File: config.mk
export PLATFORM = sky130hd
export DESIGN_NAME = disp_scan_ctrl
export DESIGN_NICKNAME = d
export VERILOG_FILES = /design/src/rtl/disp_pkg.sv /design/src/rtl/disp_tick_gen.sv /design/src/rtl/disp_scan_ctrl.sv
export SDC_FILE = /design/constraint.sdc
export NUM_CORES = 1
export LEC_CHECK = 0
export ABC_CLOCK_PERIOD_IN_PS = 2800
export CAP_MARGIN = 20
export CORE_MARGIN = 2
export CORE_UTILIZATION = 55
export CTS_CLUSTER_DIAMETER = 40
export CTS_CLUSTER_SIZE = 40
export DETAILED_ROUTE_END_ITERATION = 10
export PLACE_DENSITY = 0.84
export SETUP_SLACK_MARGIN = 0.4
export SYNTH_ARGS = -nofsm -noshare
export SYNTH_HDL_FRONTEND = slang
export SYNTH_SLANG_ARGS = --single-unit
File: constraint.sdc
create_clock -name clk -period 2.8 [get_ports clk]
set_input_delay 0.84 -clock clk [delete_from_list [all_inputs] [get_ports clk]]
set_output_delay 0.84 -clock clk [all_outputs]
set_load 0.01 [all_outputs]
File: src/rtl/disp_pkg.sv
// Shared digit codes, message codes and controller state encoding for the
// vending-machine seven-segment display.
package disp_pkg;

    localparam logic [3:0] DIG_BLANK = 4'hA;
    localparam logic [3:0] CH_E      = 4'hB;
    localparam logic [3:0] CH_R      = 4'hC;
    localparam logic [3:0] CH_D      = 4'hD;
    localparam logic [3:0] CH_O      = 4'hE;
    localparam logic [3:0] CH_N      = 4'hF;

    localparam logic [1:0] MSG_NONE  = 2'd0;
    localparam logic [1:0] MSG_DONE  = 2'd1;
    localparam logic [1:0] MSG_ERR   = 2'd2;
    localparam logic [1:0] MSG_NO    = 2'd3;

    typedef enum logic [1:0] {
        ST_IDLE,
        ST_STATUS,
        ST_MSG
    } state_t;

endpackage

File: src/rtl/disp_tick_gen.sv
// Free-running prescaler: counts 0..DIV-1 and flags the last count as tick.
// Shared with the other scanners, so it carries no display knowledge.
module disp_tick_gen #(
    parameter int DIV = 50000
) (
    input  logic clk,
    input  logic reset_n,
    output logic tick
);
    localparam int CW = (DIV > 1) ? $clog2(DIV) : 1;
    localparam logic [CW-1:0] LAST = CW'(DIV - 1);

    logic [CW-1:0] count_reg;

    assign tick = (count_reg == LAST);

    always_ff @(posedge clk or negedge reset_n) begin
        if (!reset_n) begin
            count_reg <= '0;
        end else if (tick) begin
            count_reg <= '0;
        end else begin
            count_reg <= count_reg + CW'(1);
        end
    end

endmodule

File: src/rtl/disp_scan_ctrl.sv
// Digit scanner and display arbiter: steps the active column every slot and
// chooses between the status view and a held vend message.
module disp_scan_ctrl
    import disp_pkg::*;
#(
    parameter int SCAN_DIV = 50000,
    parameter int MSG_HOLD = 250
) (
    input  logic       clk,
    input  logic       reset_n,
    input  logic [3:0] sum,
    input  logic [2:0] candy_sum,
    input  logic       msg_req,
    input  logic [1:0] msg_code,
    input  logic       blank_en,
    output logic [3:0] data_out,
    output logic [7:0] display_column,
    output logic       msg_busy,
    output logic       frame_tick
);
    localparam int HW = $clog2(MSG_HOLD + 1);
    localparam logic [HW-1:0] HOLD_LOAD = HW'(MSG_HOLD);

    logic          tick;
    state_t        state_reg, state_next;
    logic [2:0]    idx_reg, idx_next;
    logic [HW-1:0] hold_reg, hold_next;
    logic [1:0]    msg_reg, msg_next;
    logic [3:0]    data_reg, data_next;
    logic [7:0]    col_reg, col_next;
    logic          busy_reg, busy_next;
    logic          frame_reg, frame_next;
    logic [7:0]    col_sel;

    disp_tick_gen #(.DIV(SCAN_DIV)) u_tick (
        .clk     (clk),
        .reset_n (reset_n),
        .tick    (tick)
    );

    // Code shown on digit idx for a given view; messages are right-justified.
    function automatic logic [3:0] digit_code(input state_t st, input logic [2:0] idx,
                                              input logic [3:0] s, input logic [2:0] c,
                                              input logic [1:0] m);
        logic [3:0] code;
        code = DIG_BLANK;
        if (st == ST_STATUS) begin
            case (idx)
                3'd0, 3'd1: code = 4'd0;
                3'd2:       code = (s > 4'd10) ? CH_E : ((s == 4'd10) ? 4'd0 : s);
                3'd3:       code = (s == 4'd10) ? 4'd1 : DIG_BLANK;
                3'd5:       code = {1'b0, c};
                default:    code = DIG_BLANK;
            endcase
        end else if (st == ST_MSG) begin
            case (m)
                MSG_DONE: begin
                    case (idx)
                        3'd3:    code = CH_D;
                        3'd2:    code = CH_O;
                        3'd1:    code = CH_N;
                        3'd0:    code = CH_E;
                        default: code = DIG_BLANK;
                    endcase
                end
                MSG_ERR: begin
                    case (idx)
                        3'd2:       code = CH_E;
                        3'd1, 3'd0: code = CH_R;
                        default:    code = DIG_BLANK;
                    endcase
                end
                MSG_NO: begin
                    case (idx)
                        3'd1:    code = CH_N;
                        3'd0:    code = CH_O;
                        default: code = DIG_BLANK;
                    endcase
                end
                default: code = DIG_BLANK;
            endcase
        end
        return code;
    endfunction

    for (genvar gi = 0; gi < 8; gi++) begin : g_col
        assign col_sel[gi] = (idx_next != 3'(gi));
    end

    always_comb begin
        state_next = state_reg;
        idx_next   = idx_reg;
        hold_next  = hold_reg;
        msg_next   = msg_reg;
        data_next  = data_reg;
        col_next   = col_reg;
        frame_next = 1'b0;

        if (tick) begin
            idx_next = idx_reg + 3'd1;
        end

        case (state_reg)
            ST_IDLE: begin
                if (tick) begin
                    state_next = ST_STATUS;
                end
            end
            ST_STATUS, ST_MSG: begin
                // A fresh request beats a coincident frame countdown.
                if (msg_req && (msg_code != MSG_NONE)) begin
                    state_next = ST_MSG;
                    msg_next   = msg_code;
                    hold_next  = HOLD_LOAD;
                end else if ((state_reg == ST_MSG) && frame_reg) begin
                    hold_next = hold_reg - HW'(1);
                    if (hold_reg == HW'(1)) begin
                        state_next = ST_STATUS;
                    end
                end
            end
            default: state_next = ST_IDLE;
        endcase

        if (tick) begin
            data_next  = digit_code(state_next, idx_next, sum, candy_sum, msg_next);
            col_next   = col_sel;
            frame_next = (idx_next == 3'd0);
        end
        // Blanking holds the column dark until the next slot boundary after release.
        if (blank_en) begin
            col_next = 8'hFF;
        end
        busy_next = (state_next == ST_MSG);
    end

    always_ff @(posedge clk or negedge reset_n) begin
        if (!reset_n) begin
            state_reg <= ST_IDLE;
            idx_reg   <= 3'd7;
            hold_reg  <= '0;
            msg_reg   <= MSG_NONE;
            data_reg  <= DIG_BLANK;
            col_reg   <= 8'hFF;
            busy_reg  <= 1'b0;
            frame_reg <= 1'b0;
        end else begin
            state_reg <= state_next;
            idx_reg   <= idx_next;
            hold_reg  <= hold_next;
            msg_reg   <= msg_next;
            data_reg  <= data_next;
            col_reg   <= col_next;
            busy_reg  <= busy_next;
            frame_reg <= frame_next;
        end
    end

    assign data_out       = data_reg;
    assign display_column = col_reg;
    assign msg_busy       = busy_reg;
    assign frame_tick     = frame_reg;

endmodule

Word-level counts from Yosys, hierarchy flattened. Cells that the tools add are included.

Bits in registers: 45. Output and inout bits: 14. Logic and storage cells: 69.

Add/sub/neg operators: 3. Magnitude comparators: 1. Eq/ne operators: 21. Multiplexer cells: 24. Reduce and logical (&&, ||, !) cells: 11.

Operators with widths (number): $mux W8 (4); $mux W4 (5); $add A16 B1 Y16 const B (1); $eq A16 B16 Y1 const B (1); $mux W16 (1); $pmux W4 S4 (1); $mux W2 (6); $ne A3 B3 Y1 const B (4); $pmux W3 S2 (2); $pmux W3 S4 (1); $pmux W4 S3 (1); $eq A2 B2 Y1 const B (4); $eq A8 B1 Y1 const B (1); $sub A8 B1 Y8 const B (1); $eq A2 B1 Y1 const B (3); $eq A3 B2 Y1 const B (2); $ne A3 B2 Y1 const B (2); $reduce_bool A2 Y1 (3); $eq A4 B4 Y1 const B (1); $gt A4 B4 Y1 const B (1); $pmux W2 S2 (1); $reduce_or A2 Y1 (2); $add A3 B1 Y3 const B (1); $eq A3 B1 Y1 const B (1); 9 further kinds (10).

Logic depth before layout (Yosys ltp). Gate-level depths: netlist (run 1).

Depth in word-level cells: 8. Mapped depth: 9.

Cells and area by module. A second synthesis (run 1) with hierarchy kept.

Cells, all modules: 242. Area total of the unflattened synthesis: 2463.6 sq um.

By module, submodules not included: disp_scan_ctrl (times used 1, cells each 175, area an instance 1701.6 sq um, seq. area each 742.0 sq um); disp_tick_gen (times used 1, cells each 67, area an instance 762.0 sq um, seq. area each 400.4 sq um).

Worst setup path before layout (run 1). OpenSTA, ideal clock, no wires.

Kind: register to register. Start: register state_reg[1]. End: register data_reg[2] (netlist: data_out[2]). Library setup time: 82 ps. Data arrival time: 2479 ps. Required time: 2718 ps. Path slack: 239 ps. Cell stages (with the launch flop): 10. Period minus slack after synthesis: 2561 ps. Cells stage by stage: dfrtp_1 inv_1 ha_1 and3_1 clkbuf_1 and4_1 a221oi_1 nor4b_1 o21ai_0 a31oi_1.

Cells in the longest elaborated chain, start to end: 8. Elaborated cells on any way between the ends: 19. Classes of those cells: eq/ne (7); mux (9); reduce/logical (3).

Ends and longest elaborated chain: start, declared (RTL line disp_scan_ctrl.sv:25) `state_t state_reg, state_next;`; start signal, assigned (RTL line disp_scan_ctrl.sv:148) `state_reg <= state_next;`; $eq A2 B2 Y1 (RTL line disp_scan_ctrl.sv:103, disp_scan_ctrl.sv:115); $logic_and A1 B1 Y1 (RTL line disp_scan_ctrl.sv:115) `end else if ((state_reg == ST_MSG) && frame_reg) begin`; $mux W2 (RTL line disp_scan_ctrl.sv:115); $mux W2 (RTL line disp_scan_ctrl.sv:111) `if (msg_req && (msg_code != MSG_NONE)) begin`; $pmux W2 S2 (RTL line disp_scan_ctrl.sv:103) `case (state_reg)`; $eq A2 B2 Y1 (RTL line disp_scan_ctrl.sv:55) `end else if (st == ST_MSG) begin`; $mux W4 (RTL line disp_scan_ctrl.sv:55); $mux W4 * (RTL line disp_scan_ctrl.sv:47) `if (st == ST_STATUS) begin`; end signal, assigned (RTL line disp_scan_ctrl.sv:152) `data_reg <= data_next;`; end, declared (RTL line disp_scan_ctrl.sv:29) `logic [3:0] data_reg, data_next;`.

Mark *: on every way between the ends. The rest lies on a longest branch, timed or not. A chain may end at the register's enable or synchronous reset.

Worst setup path after layout (run 1).
Start: register u_tick.count_reg[7]. End: register data_reg[1] (netlist: data_out[1]).

Cells in the longest elaborated chain, start to end: 8. Elaborated cells on any way between the ends: 18. Classes of those cells: eq/ne (7); mux (9); reduce/logical (2).

Ends and longest elaborated chain: start, declared (RTL line disp_tick_gen.sv:13) `logic [CW-1:0] count_reg;`; start signal, assigned (RTL line disp_tick_gen.sv:23) `count_reg <= count_reg + CW'(1);`; $eq A16 B16 Y1 * (RTL line disp_tick_gen.sv:15) `assign tick = (count_reg == LAST);`; $mux W3 (RTL line disp_scan_ctrl.sv:99) `if (tick) begin`; $eq A3 B1 Y1 or $logic_not A3 Y1 (tied branches) (RTL line disp_scan_ctrl.sv:48, disp_scan_ctrl.sv:58, disp_scan_ctrl.sv:67); $reduce_or A2 Y1 (RTL line disp_scan_ctrl.sv:48, disp_scan_ctrl.sv:67); $pmux W3 S2 (RTL line disp_scan_ctrl.sv:67) `case (idx)`; $pmux W4 S3 (RTL line disp_scan_ctrl.sv:56) `case (m)`; $mux W4 (RTL line disp_scan_ctrl.sv:55); $mux W4 (RTL line disp_scan_ctrl.sv:47).

Marks and branches as above.

==> results of run 1 <==
-- power groups by stage --
stage / Clock, mW / Sequential (mW) / Combinational [mW]
floorplan: 0 / 0.708 / 0.158
global placement: 0 / 0.707 / 0.264
detailed placement: 0 / 0.709 / 0.273
CTS: 0.436 / 0.697 / 0.279
global route: 0.468 / 0.702 / 0.333
finish: 0.425 / 0.699 / 0.309
-- through the flow --
| stage | TNS [ns] | instance area (um2) | total power, mW | hold slack [ns] | util, % |
|---|---|---|---|---|---|
| 2_1_floorplan | 0 | 2371 | 0.8656 | 0.4251 | - |
| 3_3_place_gp | 0 | 2750 | 0.9714 | 0.4460 | 67.78 |
| 3_5_place_dp | -0.1841 | 2750 | 0.9815 | 0.4551 | 67.78 |
| 4_1_cts | 0 | 2918 | 1.412 | 0.4672 | 71.91 |
| 5_1_grt | 0 | 3020 | 1.503 | 0.5119 | 74.44 |
| 6_report | 0 | 3020 | 1.433 | 0.4686 | 74.44 |
-- cell type report --
| class | count | area share [%] |
|---|---|---|
| multi-input cells | 171 | 40.51 |
| clock inverters | 2 | 0.4557 |
| inverters | 13 | 1.616 |
| well taps | 50 | 2.071 |
| clock buffers | 6 | 2.734 |
| repair buffers | 51 | 14.79 |
| flip-flops and latches | 45 | 37.82 |
-- kinds of logic (layout without fill, tap and decap cells) --
logic type	count (synthesis)	in the layout
xor gates and xnor gates	18	18
AOI/OAI and AO/OA	48	48
and+or+nand+nor	95	95
buffers and inverters	19	72
muxes	2	2
adders and majority gates	8	8
DFF	45	45
-- cell usage in the layout, fill, tap and decap left out, drive strengths merged, types with 4 or more instances in the layout --
| cell type | instances |
|---|---|
| buf | 26 |
| a21oi | 8 |
| ha | 7 |
| nand3 | 10 |
| nor2b | 4 |
| clkbuf | 6 |
| xnor2 | 12 |
| nor4 | 7 |
| nor2 | 23 |
| nand2 | 14 |
| clkdlybuf4s50 | 25 |
| dfstp | 13 |
| dfrtp | 32 |
| inv | 13 |
| xor2 | 6 |
| a31oi | 8 |
| o21ai | 9 |
| nand2b | 6 |
| and3 | 9 |
| o22ai | 6 |
-- final timing paths --
path                                     startpoint  cells after the start                   to  slack [ns]
worst max-delay path            u_tick.count_reg[7]                      9          data_out[1]        0.21
worst min register to register  u_tick.count_reg[0]                      1  u_tick.count_reg[0]        0.47
min in group asynchronous                   reset_n                      2           frame_tick        0.61
max in group asynchronous                   reset_n                      2          data_out[1]        1.81
worst min-delay path            u_tick.count_reg[0]                      1  u_tick.count_reg[0]        0.47
worst max register to register  u_tick.count_reg[7]                      9          data_out[1]        0.21
-- worst register-to-register path, stage by stage, from the launching register on --
cell and delay (ns):
dfrtp_1 0.41, or4b_4 0.60, buf_4 0.18, nor4_4 0.33, buf_4 0.17, a221oi_2 0.07
buf_4 0.17, nor4_4 0.32, nand2_1 0.11, o21a_1 0.18
-- timing repair --
action	4_1_cts	5_1_grt
pin swaps	3	8
setup buffers	9	6
endpoints found under the setup margin	7	13
resized for setup	2	14
-- metal layers --
metal / vias up / track usage, %
met5: - / 0
met2: 65 / 39.42
met1: 963 / 29.87
met3: 18 / 4.942
met4: 0 / 8.932
li1: 950 / -
-- cells in the mapped netlist (7+ instances only) --
master    n
dfstp_2  13
dfrtp_1  32
inv_1    13
xnor2_1  12
nor2_1   23
nand3_1  10
and3_1    9
ha_1      7
o21ai_0   7
a31oi_1   8
a21oi_1   8
nand2_1  14
==> impl_metrics.env, run 1 <==
export IMPL_status="finished, final reports clean"
export IMPL_ir_drop_mv=0.3518
export IMPL_clock_sinks=45
export IMPL_p_switching_uw=414.7
export IMPL_finClkSkew_ns=0.01234
export IMPL_ctsHoldBuffers=0
export IMPL_end_kind="flop"
export IMPL_grt_pass1_wl_um=8928
export IMPL_ff_latch_area_um2=1142
export IMPL_wl_um=5538
export IMPL_wl_met3_um=255
export IMPL_drt_iter0_drc=92
export IMPL_grt_overflow_total=0
export IMPL_ys_seq_area_share_pct=48.56
export IMPL_die_h_um=69.40
export IMPL_synthCells=235
export IMPL_synth_compound_area_share_pct=13.40
export IMPL_slew_headroom_pct=59.40
export IMPL_synth_area_leader_cell="dfrtp_1"
export IMPL_crit_arrival_ns=2.82
export IMPL_stdcell_count=338
export IMPL_port_buffers=26
export IMPL_first_pass_iters=5
export IMPL_synth_edf_count=0
export IMPL_sequentialPowerShare_pct=48.8
export IMPL_remaining_drc_errors=0
export IMPL_crit_type="reg2reg"
export IMPL_drive_gt1_share_pct=23.61
export IMPL_top_layer_used="met4"
export IMPL_critPathMaxFanout=5
export IMPL_pwr_share_clk_pct=29.7
export IMPL_wl_met2_um=2734
export IMPL_yosysTopAreaCellShare_pct=34.04
export IMPL_final_nets=307
export IMPL_gp_congestion=0.7957
export IMPL_grt_pass1_vias=1911
export IMPL_post_route_period_util_pct=92.59
export IMPL_synth_top_family_by_area="simple AND/OR/NAND/NOR gates"
export IMPL_synth_main_ff_cell="dfrtp_1"
export IMPL_maxCapViolations=0
export IMPL_synthArstFlopShare_pct=100.0
export IMPL_postRouteAntennaNets=0
export IMPL_setup_viol_count_final=0
export IMPL_cts_buffers=5
export IMPL_grt_max_degree=46
export IMPL_p_leak_nw=1.298
export IMPL_areaGrowthSynthToFinish_pct=28.40
export IMPL_required_ns=3.03
export IMPL_critPathMostFrequentCell="buf_4"
export IMPL_io_pins=27
export IMPL_die_area_um2=4816
export IMPL_fillers=264
export IMPL_clk_latency_ns=0.30
export IMPL_met1_length_um=2341
export IMPL_switching_share_pct=28.94
export IMPL_synth_area_um2=2352
export IMPL_dp_cells=315
export IMPL_htree_levels=2
export IMPL_synth_simple_area_share_pct=23.30
export IMPL_synthXorXnorAreaFrac_pct=6.702
export IMPL_ys_seq_elements=45
export IMPL_core_um2=4058
export IMPL_p_int_mw=1.018
export IMPL_slowest_stage="or4b_4"
export IMPL_initial_core_util_pct=57.97
export IMPL_cp_start_kind="flop"
export IMPL_cts_tree="yes"
export IMPL_place_ws_ns=-0.07826
export IMPL_hold_class="reg2reg"
export IMPL_p_per_area_nw_per_um2=474.4
export IMPL_cts_root_buf="clkbuf_8"
export IMPL_rsz0062_at_grt="true"
export IMPL_post_dp_hpwl_um=3511
export IMPL_fin_ws_ns=0.2075
export IMPL_crit_path_cell_trace="or4b_4, buf_4, nor4_4, buf_4, a221oi_2, buf_4, nor4_4, nand2_1, o21a_1"
export IMPL_fmax_mhz=385.7
export IMPL_clkSlewWorstSetupHoldPaths_ns=0.09
export IMPL_clk_path_buf_depth=2
export IMPL_largest_reg_flops=16
export IMPL_avgSynthCellArea_um2=10.01
export IMPL_ys_top_cells_by_area="dfrtp_1 34%, dfstp_2 15%, xnor2_1 4.5%"
export IMPL_max_slew_worst_pin_slew_ns=0.6011
export IMPL_vias=1996
export IMPL_rows=23
export IMPL_vias_per_cell=5.905
export IMPL_finalHoldViolCount=0
export IMPL_yosys_mux_area_fraction_pct=0.8511
export IMPL_grt_usage_pct=23.48
export IMPL_antenna_found_initial=0
export IMPL_post_route_min_period_ns=2.592
export IMPL_slowest_delay_ns=0.59
export IMPL_multi_input_area_um2=1224
export IMPL_critPathBufInv=3
export IMPL_syn_nets=255
export IMPL_synthAdderAreaFrac_pct=4.149
export IMPL_slew_violations=0
export IMPL_p_comb_share_pct=21.6
export IMPL_wl_per_cell_um=16.38
export IMPL_die_w_um=69.40
export IMPL_synth_cell_types=49
export IMPL_diodes=0
export IMPL_crit_family="simple AND/OR/NAND/NOR gates"
export IMPL_ys_warn_count=0
No activity file was read; power rests on OpenSTA's default activity.
==> inputs of run 2 (changes only) <==
--- a/config.mk
+++ b/config.mk
@@ -5,7 +5,7 @@
 export SDC_FILE = /design/constraint.sdc
 export NUM_CORES = 1
 export LEC_CHECK = 0
-export ABC_CLOCK_PERIOD_IN_PS = 2800
+export ABC_CLOCK_PERIOD_IN_PS = 3370
 export CAP_MARGIN = 20
 export CORE_MARGIN = 2
 export CORE_UTILIZATION = 55
@@ -13,6 +13,7 @@
 export CTS_CLUSTER_SIZE = 40
 export DETAILED_ROUTE_END_ITERATION = 10
 export PLACE_DENSITY = 0.84
+export RECOVER_POWER = 50
 export SETUP_SLACK_MARGIN = 0.4
 export SYNTH_ARGS = -nofsm -noshare
 export SYNTH_HDL_FRONTEND = slang
==> constraint.sdc (replaced) <==
create_clock -name clk -period 3.37 [get_ports clk]
set_input_delay 1.011 -clock clk [delete_from_list [all_inputs] [get_ports clk]]
set_output_delay 1.011 -clock clk [all_outputs]
set_load 0.01 [all_outputs]
==> run 2 against run 1 <==
Register-to-register slack better by 0.46 ns. Final cell count fell by 5.0%. Combinational power is 32% lower. Clock power decreased by 24%. Die area unchanged. Largest cell class unchanged.
==> impl_metrics.env, run 2 (synthesis gave the netlist of run 1 again) <==
export IMPL_whs_path_depth=1
export IMPL_finClkSkew_ns=0.005348
export IMPL_ir_drop_mv=0.2832
export IMPL_grt_pass1_wl_um=8556
export IMPL_hold_class="reg2reg"
export IMPL_grt_pass1_vias=1912
export IMPL_clkSlewWorstSetupHoldPaths_ns=0.08
export IMPL_place_ws_ns=0.2350
export IMPL_vias=1883
export IMPL_slew_violations=0
export IMPL_fillers=295
export IMPL_fin_setup_tns_ns=0
export IMPL_first_pass_iters=4
export IMPL_required_ns=3.61
export IMPL_cts_tree="yes"
export IMPL_post_route_period_util_pct=80.89
export IMPL_slowest_stage="clkdlybuf4s50_1"
export IMPL_switching_share_pct=27.41
export IMPL_power_mw=1.111
export IMPL_grt_usage_pct=22.13
export IMPL_crit_arrival_ns=2.96
export IMPL_clk_latency_ns=0.30
export IMPL_die_h_um=69.40
export IMPL_final_nets=290
export IMPL_grt_overflow_total=0
export IMPL_wl_per_cell_um=15.11
export IMPL_whs_ns=0.4684
export IMPL_grt_max_degree=46
export IMPL_max_slew_worst_pin_slew_ns=0.7996
export IMPL_areaGrowthSynthToFinish_pct=19.68
export IMPL_dp_cells=312
export IMPL_wl_um=4849
export IMPL_cts_buffers=5
export IMPL_crit_path_cell_trace="clkdlybuf4s50_1, o21ai_0, nor2_1, a311o_1, nor4_4, nand2_1, o21a_1"
export IMPL_r2r_start="u_tick.count_reg[12]"
export IMPL_final_util_pct=69.38
export IMPL_critPathBufInv=1
export IMPL_fmax_mhz=366.8
export IMPL_layout_commonest_cell="dfrtp_1"
export IMPL_drt_iter0_drc=102
export IMPL_vias_per_cell=5.866
export IMPL_clock_sinks=45
export IMPL_cts_root_buf="clkbuf_8"
export IMPL_io_pins=27
export IMPL_status="finished, final reports clean"
export IMPL_die_area_um2=4816
export IMPL_die_w_um=69.40
export IMPL_sequentialPowerShare_pct=52.1
export IMPL_final_area_um2=2815
export IMPL_fin_ws_ns=0.6440
export IMPL_layout_common_cells="32 x dfrtp_1, 25 x clkdlybuf4s50_1, 23 x nor2_1"
export IMPL_p_switching_uw=304.4
export IMPL_ff_latch_area_um2=1142
export IMPL_antenna_found_initial=0
export IMPL_rsz0062_at_grt="false"
export IMPL_hold_end="u_tick.count_reg[0]"
export IMPL_clk_path_buf_depth=2
export IMPL_port_buffers=26
export IMPL_p_leak_nw=1.194
export IMPL_post_route_min_period_ns=2.726
export IMPL_finalHoldViolCount=0
export IMPL_cts_setup_buffers=0
export IMPL_htree_levels=2
export IMPL_stdcell_count=321
export IMPL_remaining_drc_errors=0
export IMPL_postRouteAntennaNets=0
export IMPL_initial_core_util_pct=57.97
export IMPL_r2r_setup_slack_ns=0.67
export IMPL_crit_type="in2reg"
export IMPL_slowest_delay_ns=0.46
export IMPL_rows=23
export IMPL_path_depth=7
export IMPL_critical_path_reg2reg_endpoint="data_out[1]"
export IMPL_p_comb_share_pct=18.9
export IMPL_diodes=0
export IMPL_cp_start_kind="input pin"
export IMPL_critPathMaxFanout=6
export IMPL_maxCapViolations=0
export IMPL_p_per_area_nw_per_um2=394.5
export IMPL_end_kind="flop"
export IMPL_multi_input_area_um2=1154
export IMPL_p_int_uw=806.2
export IMPL_reg2reg_depth=7
export IMPL_setup_viol_count_final=0
export IMPL_min_from="u_tick.count_reg[0]"
export IMPL_pwr_share_clk_pct=28.9
export IMPL_largest_reg_flops=16
export IMPL_slew_headroom_pct=46.70
export IMPL_gp_congestion=0.8052
export IMPL_crit_family="compound AO/OA/AOI/OAI gates"
export IMPL_post_dp_hpwl_um=3592
export IMPL_core_um2=4058
export IMPL_drive_gt1_share_pct=13.28
export IMPL_place_area_um2=2709
==> run 2: cell types whose count changed in the layout (fill, tap and decap cells not counted), sizes merged <==
cell    change
clkbuf      +2
clkinv      -1
buf        -18
==> run 2: how the worst max path moves through the flow <==
stage,startpoint,endpoint
after CTS,msg_req,data_out[2]
final,msg_code[0],data_out[1]
after global routing,u_tick.count_reg[13],data_out[1]
after detailed placement,msg_req,data_out[2]
after floorplan,msg_code[1],data_out[2]
after global placement,msg_req,data_out[2]
==> run 2: layout make-up <==
| type | instances | area share, % |
|---|---|---|
| multi-input cells | 171 | 40.98 |
| clock buffers | 7 | 2.711 |
| well taps | 50 | 2.222 |
| clock inverters | 1 | 0.1778 |
| flip-flops and latches | 45 | 40.58 |
| repair buffers | 34 | 11.60 |
| inverters | 13 | 1.733 |
==> run 2: layer usage <==
layer	wire length, um	global-route usage, %	up-vias	part of all wire, %
met5	0	0	-	0
met4	116	9.150	0	2.4
met3	184	4.651	13	3.8
met2	2333	36.97	45	48
met1	2214	27.94	907	46
li1	-	-	918	-
==> run 2: power by group through the flow <==
stage,Combinational (mW),Clock (mW),Sequential (mW)
6_report,0.210,0.321,0.579
2_1_floorplan,0.124,0,0.588
5_1_grt,0.236,0.347,0.583
4_1_cts,0.204,0.324,0.579
3_5_place_dp,0.205,0,0.588
3_3_place_gp,0.199,0,0.588
==> run 2: timing repair <==
| action | in CTS | in global routing |
|---|---|---|
| resized for setup | 0 | 1 |
| setup endpoints to repair | 0 | 1 |
| hold buffers | 0 | 0 |
==> RTL edit 1 (settings of run 1) <==
Remove the register `busy_reg`: a continuous assignment takes its place, so the output `msg_busy` follows one clock earlier.
--- a/src/rtl/disp_scan_ctrl.sv
+++ b/src/rtl/disp_scan_ctrl.sv
@@ -143,5 +143,4 @@
             data_reg  <= DIG_BLANK;
             col_reg   <= 8'hFF;
-            busy_reg  <= 1'b0;
             frame_reg <= 1'b0;
         end else begin
@@ -152,8 +151,9 @@
             data_reg  <= data_next;
             col_reg   <= col_next;
-            busy_reg  <= busy_next;
             frame_reg <= frame_next;
         end
     end
+
+    assign busy_reg = busy_next;
 
     assign data_out       = data_reg;
Behaviour: same outputs for any inputs over 10 cycles, from zero or initial values and one cycle with reset_n low; that may be too few to reach the edited logic, so the function may still have changed.
==> RTL edit 1 against run 1 <==
- total power rose by 1.6%
- the flow now finishes with violations (negative setup slack)
- worst setup slack got worse by 360 ps
- wire length rose by 9.7%
- count of clock-buffer cells in the layout did not move
- sequential cell count fell by 1
- area after synthesis fell by 1.1%
- highest routed layer unchanged
- cell area rose by 5.2%
- die area fell by 0.99%
- first-iteration DRC count rose by 64%
==> RTL edit 1: results (changes against run 1) <==
Cells and area
  • Fillcell total: 236 (-11%)
  • Post-route insts no fill: 356 (+5.3%)
  • Largest register FFs: 16 (unchanged)
  • Layout cells sized above 1: 0.3007 (+0.06454)
  • Nets@finish: 325 (+5.9%)

Power
  • Leak pwr: 0.001376 uW (+6.1%)
  • Max VDD drop: 363.0 uV (+3.2%)
  • P_sw: 439.2 uW (+5.9%)
  • Comb pwr share: 0.264 (+0.048)
  • Flop+latch power: 673 uW (-3.7%)
  • Logic power comb: 384 uW (+24%)

STA
  • Final Setup Violations: 1 (+1)
  • Setup TNS: -152.9 ps (-152.9 ps)
  • Final WS setup: -152.9 ps (-360.4 ps)
  • Final Skew: 10.57 ps (-1.774 ps)
  • Hold slack: 438.0 ps (-30.62 ps)
  • Slew Limit Fails: 0 (unchanged)
  • Measured slew at the worst slew-check pin: 758.7 ps (+157.6 ps)

Placed design
  • Placed cells: 343 (+8.9%)
  • GPL Wtd Cong: 0.8592 (+8.0%)
  • Placed cell areas: 2988 um^2 (+8.6%)
  • DP HPWL: 4049 um (+15%)
  • Worst slack, placed: -716.7 ps (-638.4 ps)

Setup path
  • R2R setup slack: 20 ps (-190 ps)
  • Largest fanout on the critical path: 2 (-3)
  • RR Endpoint: data_out[2]$_DFFE_PN0N_
  • Critical Path Start: u_tick.count_reg[10]$_DFF_PN0_
  • Worst Setup EP: msg_busy
  • CP peak stage delay: 570 ps (-20 ps)
  • Crit-path slowest cell: or4bb_4
  • Crit path arrival time: 2110 ps (-710 ps)
  • R2r worst-path depth: 7 (-2)

Routing
  • Initial DRC count: 151 (+64%)
  • Antenna Violating Nets Remaining: 0 (unchanged)
  • Via count: 2139 (+7.2%)
  • Met3 wire length: 304 um (+19%)
  • Routed length on met2: 3016 um (+10%)
  • WL met1: 2544 um (+8.7%)

Clocking
  • Post-CTS resize count: 18 (+16)
  • Clock root buffer: clkbuf_8
  • Clock Latency Late Sink: 310 ps
  • Setup bufs post-CTS: 5 (-4)

Global routing
  • Number of global-route vias before repair: 2182 (+14%)
  • GR met3 Demand/Resource: 0.05117 (+0.001751)
  • Largest net degree at the start of global routing: 32 (-30%)
  • Met2 usage: 0.4306 (+0.03632)
  • Met1 usage: 0.3224 (+0.02377)
  • Gr usage total: 0.2606 (+0.02578)
  • First-pass GRT wire length: 9998 um (+12%)

Status
  • Violated checks: negative setup slack
  • Status: finished, violations left

Synth
  • Syn nets: 254 (-0.39%)
  • Post-Synthesis Cells: 234 (-0.43%)
  • Commonest cells in the netlist: dfrtp_1 (31), nor2_1 (23), nand2_1 (14)
  • Top cells by area, synth: dfrtp_1 (33%), dfstp_2 (15%), xnor2_1 (4.5%)
  • Sequential-to-total area share from yosys stat: 0.4801 (-0.005531)

Min path
  • Hold/Removal Path Class: in2async
-- RTL edit 1: worst register-to-register path, cell delays in order (launching register included) --
cell,delay (ps)
dfrtp_1,390
or4bb_4,570
buf_6,150
or4_4,590
o211a_4,290
nor4_4,330
o21ai_1,170
a31oi_1,210
-- RTL edit 1: layout make-up --
class	instances	area [um^2]	area share
multi-input cells	171	1266	0.3986
flip-flops and latches	44	1117	0.3517
well taps	50	62.56	0.01969
repair buffers	70	596.8	0.1879
inverters	13	48.80	0.01536
clock inverters	2	12.51	0.003939
clock buffers	6	72.57	0.02284
-- RTL edit 1: cells by family (layout without fill, tap and decap cells) --
family / Yosys count / in the layout / synth area share
AND/OR/NAND/NOR: 95 / 95 / 0.2355
multiplexers: 2 / 2 / 0.008602
AO/OA/AOI/OAI: 48 / 48 / 0.1355
adder cells (fa/ha/maj): 8 / 8 / 0.04193
flip-flops: 44 / 44 / 0.4801
buffers and inverters: 19 / 91 / 0.03065
XOR/XNOR: 18 / 18 / 0.06774
==> RTL edit 2 (config.mk and constraints of run 1) <==
Made on the original files. The parameter `SCAN_DIV` goes from 50000 to 200000.
--- a/src/rtl/disp_scan_ctrl.sv
+++ b/src/rtl/disp_scan_ctrl.sv
@@ -4,5 +4,5 @@
     import disp_pkg::*;
 #(
-    parameter int SCAN_DIV = 50000,
+    parameter int SCAN_DIV = 200000,
     parameter int MSG_HOLD = 250
 ) (
Check against the original RTL: same outputs for any inputs over 10 cycles, from zero or initial values and one cycle with reset_n low; that may be too few to reach the edited logic, so the function may still have changed.
==> RTL edit 2 against run 1 <==
- wire length is 4.4% lower
- first-iteration DRC count up 32%
- area after synthesis up 7.4%
- cell area decreased by 1.3%
- die area rose by 7.0%
- register-to-register slack improved by 370 ps
- worst setup slack improved by 290 ps
- sequential cell count is 2 higher
- via count decreased by 3.3%
- critical endpoint unchanged
- largest cell class unchanged
Power is not compared: it rests on default switching activity, and its combinational part moved more than twofold at a synthesized area within 25%.
==> RTL edit 2: results (changes against run 1) <==
Global routing
  • GR met3 Demand/Resource: 0.05063 (+0.001214)
  • Number of global-route vias before repair: 1946 (+1.8%)
  • Largest net degree at the start of global routing: 48 (+4.3%)
  • Gr usage total: 0.2226 (-0.01220)
  • Met1 usage: 0.2930 (-0.005611)
  • Met2 usage: 0.3796 (-0.01460)
  • First-pass GRT wire length: 9039 um (+1.2%)

Synth
  • Synth unique cells: 56 (+14%)
  • Sequential-to-total area share from yosys stat: 0.4718 (-0.01386)
  • Top cells by area, synth: dfrtp_1 (34%), dfstp_2 (14%), xnor2_1 (4.2%)
  • Syn nets: 274 (+7.5%)
  • Commonest cells in the netlist: dfrtp_1 (34), nand2_1 (24), nor2_1 (21)
  • Post-Synthesis Cells: 254 (+8.1%)

Setup path
  • R2r worst-path depth: 6 (-3)
  • Crit path arrival time: 2530 ps (-290 ps)
  • Critical Path Start: sum[3]
  • CP Launch Type: input pin
  • RR Endpoint: data_out[2]$_DFFE_PN0N_
  • Largest fanout on the critical path: 8 (+3)
  • R2R setup slack: 580 ps (+370 ps)

Placed design
  • Placed cells: 331 (+5.1%)
  • Worst slack, placed: 122.5 ps (+200.8 ps)
  • DP HPWL: 3786 um (+7.8%)

STA
  • Hold slack: 504.1 ps (+35.54 ps)
  • Worst slew margin: 0.6176 (+0.02359)
  • Final period utilization: 0.8219 (-0.1040)
  • Final Skew: 5.639 ps (-6.705 ps)

Min path
  • WHS Endpoint: u_tick.count_reg[4]$_DFF_PN0_
  • Hold_sp: u_tick.count_reg[4]$_DFF_PN0_

Routing
  • WL met1: 2478 um (+5.9%)
  • Drt pass-1 iters: 4 (-1)
  • Routed length on met2: 2507 um (-8.3%)
  • Initial DRC count: 121 (+32%)
  • Met3 wire length: 304 um (+19%)
  • Post-DR wirelength/cell: 15.62 um (-4.7%)
  • Vias per inst: 5.693 (-3.6%)
  • Routed WL: 5296 um (-4.4%)

Status
  • Status: finished, final reports clean

Cells and area
  • Largest register FFs: 18 (+2)
  • Nets@finish: 306 (-0.33%)
  • Layout cells sized above 1: 0.1463 (-0.08977)

Clocking
  • Post-CTS resize count: 0 (-2)
  • Setup bufs post-CTS: 0 (-9)
RTL edit 2: final cells by class:
class / count / area [um^2]
Inverter: 14 / 52.55
Tap cell: 52 / 65.06
Clock inverter: 3 / 43.79
Sequential cell: 47 / 1192
Clock buffer: 5 / 68.82
Fill cell: 356 / 1403
Timing Repair Buffer: 33 / 307.8
Multi-Input combinational cell: 185 / 1251
RTL edit 2: cell families (layout without fill, tap and decap cells):
| family | count (synthesis) | count (layout) | synth area share |
|---|---|---|---|
| compound gates | 47 | 47 | 0.1248 |
| simple gates | 101 | 101 | 0.2163 |
| xor+xnor | 24 | 24 | 0.09059 |
| fa+ha+maj | 8 | 8 | 0.03861 |
| buf+inv | 22 | 55 | 0.03465 |
| mux | 5 | 5 | 0.02326 |
| flops | 47 | 47 | 0.4718 |
RTL edit 2: worst max-delay path, stage by stage:
cell             delay (ps)
clkdlybuf4s50_1         480
buf_4                   150
nand2_1                  70
o21ai_0                 130
a41oi_1                 160
o22a_1                  220
mux2_4                  260
a211oi_2                210
